==> config.mk <==
export PLATFORM = sky130hd
export DESIGN_NAME = lock_controller
export DESIGN_NICKNAME = d
export VERILOG_FILES = /design/src/rtl/lock_controller.sv
export SDC_FILE = /design/constraint.sdc
export NUM_CORES = 1
export LEC_CHECK = 0
export ABC_AREA = 1
export CAP_MARGIN = 40
export CORE_MARGIN = 2
export CORE_UTILIZATION = 40
export DETAILED_ROUTE_END_ITERATION = 10
export HOLD_SLACK_MARGIN = 0.06
export PLACE_DENSITY = 0.6
export SYNTH_ARGS = -nofsm -noshare
export SYNTH_HDL_FRONTEND = slang
export SYNTH_SLANG_ARGS = --single-unit
==> constraint.sdc <==
create_clock -name clk -period 1.9 [get_ports clk]
set_input_delay 0.19 -clock clk [delete_from_list [all_inputs] [get_ports clk]]
set_output_delay 0.19 -clock clk [all_outputs]
set_load 0.02 [all_outputs]
==> src/rtl/lock_controller.sv <==
// Keypad lock controller: counts digits, checks the entered code on ENTER,
// holds the lock open, counts failures, locks out and allows reprogramming.
module lock_controller #(
    parameter int                  DIGITS         = 4,
    parameter logic [4*DIGITS-1:0] DEFAULT_CODE   = 16'h1234,
    parameter int                  OPEN_CYCLES    = 8,
    parameter int                  MAX_FAIL       = 3,
    parameter int                  LOCKOUT_CYCLES = 16
) (
    input  logic                  clk,
    input  logic                  clr_n,
    input  logic                  digit_valid,
    input  logic                  enter,
    input  logic                  prog,
    input  logic [4*DIGITS-1:0]   code_i,
    output logic                  shift_clr,
    output logic                  unlock,
    output logic                  err,
    output logic                  alarm,
    output logic                  prog_done,
    output logic [1:0]            fail_cnt
);

    localparam int DW   = $clog2(DIGITS + 1);
    localparam int TMAX = (OPEN_CYCLES > LOCKOUT_CYCLES) ? OPEN_CYCLES : LOCKOUT_CYCLES;
    localparam int TW   = (TMAX > 1) ? $clog2(TMAX) : 1;

    localparam logic [DW-1:0] DCNT_FULL  = DW'(DIGITS);
    localparam logic [TW-1:0] OPEN_LOAD  = TW'(OPEN_CYCLES - 1);
    localparam logic [TW-1:0] LOCK_LOAD  = TW'(LOCKOUT_CYCLES - 1);
    localparam logic [1:0]    FAIL_LIMIT = 2'(MAX_FAIL);

    typedef enum logic [2:0] {IDLE, CHECK, FAIL, OPEN, LOCKOUT} state_t;

    state_t                state, next_state;
    logic [DW-1:0]         dcnt, dcnt_d;
    logic [TW-1:0]         timer, timer_d;
    logic [4*DIGITS-1:0]   code_reg, code_d;
    logic [1:0]            fail_d, fail_inc;
    logic                  shift_clr_d, unlock_d, err_d, alarm_d, prog_done_d;
    logic                  match, lock_trip, prog_ok, counting;

    assign match     = (dcnt == DCNT_FULL) && (code_i == code_reg);
    assign fail_inc  = fail_cnt + 2'd1;
    assign lock_trip = (fail_inc == FAIL_LIMIT);
    assign prog_ok   = (state == OPEN) && prog && !enter && (dcnt == DCNT_FULL);
    // ENTER takes priority over a digit strobe arriving in the same cycle.
    assign counting  = digit_valid && !enter && ((state == IDLE) || (state == OPEN));

    always_ff @(posedge clk or negedge clr_n) begin
        if (!clr_n) state <= IDLE;
        else        state <= next_state;
    end

    always_comb begin
        next_state = state;
        case (state)
            IDLE:    if (enter) next_state = CHECK;
            CHECK:   next_state = match ? OPEN : (lock_trip ? LOCKOUT : FAIL);
            FAIL:    next_state = IDLE;
            OPEN: begin
                if (enter)                 next_state = IDLE;
                else if (prog_ok)          next_state = OPEN;
                else if (timer == '0)      next_state = IDLE;
            end
            LOCKOUT: if (timer == '0) next_state = IDLE;
            default: next_state = IDLE;
        endcase
    end

    // Outputs are registered from the next state so they line up with it.
    always_comb begin
        unlock_d    = (next_state == OPEN);
        err_d       = (next_state == FAIL);
        alarm_d     = (next_state == LOCKOUT);
        prog_done_d = prog_ok;
        shift_clr_d = ((next_state == IDLE) && (state != IDLE)) || prog_ok;

        dcnt_d = dcnt;
        if (shift_clr_d)                         dcnt_d = '0;
        else if (counting && dcnt != DCNT_FULL)  dcnt_d = dcnt + DW'(1);

        code_d = prog_ok ? code_i : code_reg;

        timer_d = timer;
        fail_d  = fail_cnt;
        case (state)
            CHECK: begin
                if (match) begin
                    timer_d = OPEN_LOAD;
                    fail_d  = 2'd0;
                end else begin
                    fail_d = fail_inc;
                    if (lock_trip) timer_d = LOCK_LOAD;
                end
            end
            OPEN: begin
                if (prog_ok)            timer_d = OPEN_LOAD;
                else if (timer != '0)   timer_d = timer - TW'(1);
            end
            LOCKOUT: begin
                if (timer != '0) timer_d = timer - TW'(1);
                else             fail_d  = 2'd0;
            end
            default: ;
        endcase
    end

    always_ff @(posedge clk or negedge clr_n) begin
        if (!clr_n) begin
            shift_clr <= 1'b0;
            unlock    <= 1'b0;
            err       <= 1'b0;
            alarm     <= 1'b0;
            prog_done <= 1'b0;
            fail_cnt  <= 2'd0;
            dcnt      <= '0;
            timer     <= '0;
            code_reg  <= DEFAULT_CODE;
        end else begin
            shift_clr <= shift_clr_d;
            unlock    <= unlock_d;
            err       <= err_d;
            alarm     <= alarm_d;
            prog_done <= prog_done_d;
            fail_cnt  <= fail_d;
            dcnt      <= dcnt_d;
            timer     <= timer_d;
            code_reg  <= code_d;
        end
    end

endmodule

==> results_dict.tcl <==
set metrics [dict create \
    synth_compound_area_share_pct 9.88 \
    reg2reg_to "dcnt[0]" \
    vias 1694 \
    cts_num_sinks 33 \
    ant_nets 0 \
    initial_core_util_pct 41.6 \
    worst-path-stages 13 \
    ys_warn_count 0 \
    h-tree-depth 2 \
    max_freq_ghz 0.583 \
    worst_setup_path_end_kind "flop" \
    status "complete, no violations" \
    cp_top_family "simple AND/OR/NAND/NOR gates" \
    place_hpwl_mm 3.23 \
    cts_buffer_depth 2 \
    dr.pass1.iters 4 \
    grt.total_usage_pct 17.5 \
    avgSynthCellArea_sq_um 7.48 \
    required_ns 2.07 \
    tightest_slew_ns 0.427 \
    crit_path_end "dcnt[0]" \
    postCtsHoldBufs 0 \
    min_period_ns 1.71 \
    reg2regPathDepth 13 \
    grt_pass1_vias 1653 \
    grt_overflow_total 0 \
    synth_fa_ha_area_share_pct 2.53 \
    critical_path.startpoint "dcnt[0]" \
    cts_tree "yes" \
    critPathKind "flop to flop" \
    crit-reg2reg-launch "dcnt[0]" \
    diodes 0 \
    largest_reg_flops 16 \
    drv_slew 0 \
    wl_per_cell_microns 11.2 \
    powerDensity_nw_per_um2 1040 \
    placed_cells 361 \
    syn_nets 289 \
    stdcell_count 370 \
    numCtsBuffers 5 \
    fin_nets 328 \
    synth_cell_types 32 \
    tns_ns 0 \
    crit_buf_inv 2 \
    skew_ns 0.0112 \
    syn2layout_area_growth_pct 24.7 \
    crit_chain "inv_1, ha_1, nand2_2, inv_2, nand2_1, nor2_1, nand2_1, nor2_4, nand3_4, nand2_4, nand3_4, nor2_4, nor3_2" \
    synth-seq-cells 33 \
    worst-path-max-fanout 5 \
    hold_path_class "input port to asynchronous set/reset pin" \
    critPathMaxStageDelay_ns 0.40 \
    rows 25 \
    seq_area_frac_synth_pct 42.1 \
    final_hold_viol_count 0 \
    dieArea_sq_um 5520 \
    die_h_microns 74.3 \
    core_sq_um 4750 \
    place_area_sq_um 2360 \
    yosys.area_share.xor_xnor_pct 2.22 \
    grt_pass1_wl_mm 7.40 \
    final_cell_area_sq_um 2460 \
    gp_congestion 0.843 \
    port_buffers 27 \
    cts_root_buf "clkbuf_8" \
    clk_pin_slew_ns 0.07 \
    rsz0062_at_grt "no" \
    crit_slowest_cell "dfrtp_1" \
    drt_iter0_drc 97 \
    clk_latency_ns 0.29 \
    start_kind "flop" \
    setup_viol 0 \
    vias_per_cell 4.58 \
    drv_cap 0 \
    synth_simple_gate_area_share_pct 33.8 \
    final_cell_mix "nand2_1 (77), inv_1 (37), dfrtp_1 (28)" \
    grt_max_degree 34 \
    seq_area_sq_um 832 \
    relSlewSlack_pct 71.6 \
    dieWidth_microns 74.3 \
    leakagePower_nw 1.23 \
    syn_inst 264 \
    final_common_cell "nand2_1" \
    drive_gt1_share_pct 15.8 \
    multi_input_area_sq_um 967 \
    cp.arrival_ns 1.89 \
    irDropWorstVdd_v 0.000383 \
    period_share_pct 90.2 \
    synth_area_sq_um 1980 \
    r2r_slack_ns 0.19 \
    muxShareOfSynthArea_pct 0 \
    ioPinCount 28 \
    routed_wl_mm 4.13 \
    antenna_found_initial 0 \
    synth_top_family_by_area "simple AND/OR/NAND/NOR gates" \
    drc 0 \
    fillers 497 \
]
## worst register-to-register path: stages (launching register included)
cell and delay [ns]:
dfrtp_1 0.40, inv_1 0.06, ha_1 0.16, nand2_2 0.09, inv_2 0.06, nand2_1 0.05, nor2_1 0.08, nand2_1 0.09
nor2_4 0.12, nand3_4 0.12, nand2_4 0.11, nand3_4 0.07, nor2_4 0.13, nor3_2 0.05
## area by class of cell
class                   instances  area share, %
repair buffers                 36           13.7
well taps                      67           3.40
multi-input cells             183           39.3
clock inverters                 1          0.203
flip-flops and latches         33           33.8
clock buffers                   6           2.95
inverters                      44           6.70
## cell usage after synthesis (all sizes together)
cell	count	area [sq um]
xor2	3	26.3
a211oi	1	7.51
a21oi	4	23.8
o21ai	27	135
o211ai	2	15.0
a31oi	1	6.26
nor2	25	121
nor3	7	50.1
dfstp	5	131
nand2	82	330
o21a	1	7.51
nand3	15	110
dfrtp	28	701
clkbuf	1	3.75
buf	3	17.5
nand4	5	31.3
nor4	2	12.5
xnor2	2	17.5
or2	2	12.5
inv	44	165
ha	4	50.1
## power breakdown
group	total [mW]	internal (mW)	switching, mW	leakage [nW]
sequential	0.946	0.852	0.0937	0.385
combinational	1.12	0.461	0.656	0.800
clock	0.502	0.249	0.254	0.0410
total	2.57	1.56	1.00	1.23
## worst min path at each step
stage	start	endpoint
2_1_floorplan	clr_n	alarm
3_3_place_gp	code_reg[12]	code_reg[12]
3_5_place_dp	code_reg[6]	code_reg[6]
4_1_cts	clr_n	state[2]
5_1_grt	clr_n	shift_clr
6_report	clr_n	shift_clr
## logic make-up after synthesis
group | count (synthesis)
AO/OA/AOI/OAI | 36
XOR/XNOR | 5
adder cells (fa/ha/maj) | 4
buffers and inverters | 48
flip-flops | 33
AND/OR/NAND/NOR | 138
## layer usage
layer	routed length [microns]	global-route usage, %
met1	2050	23.1
met2	1850	29.0
met3	166	4.47
met4	51	4.76
met5	0	0
## repair_timing
action,4_1_cts,5_1_grt
resized for setup,0,2
endpoints found under the setup margin,0,4
setup buffers,0,2
## through the flow
| step | total power, mW | util, % | worst slack (ns) | hold slack, ns |
|---|---|---|---|---|
| after floorplan | 1.72 | - | 0.318 | -0.106 |
| after global placement | 2.03 | 49.7 | 0.0717 | 0.460 |
| after detailed placement | 2.04 | 49.7 | 0.0338 | 0.486 |
| after CTS | 2.56 | 51.3 | 0.113 | 0.321 |
| after global routing | 2.78 | 51.8 | 0.0184 | 0.341 |
| final | 2.57 | 51.8 | 0.186 | 0.309 |
Power figures use the tool's default switching activity.
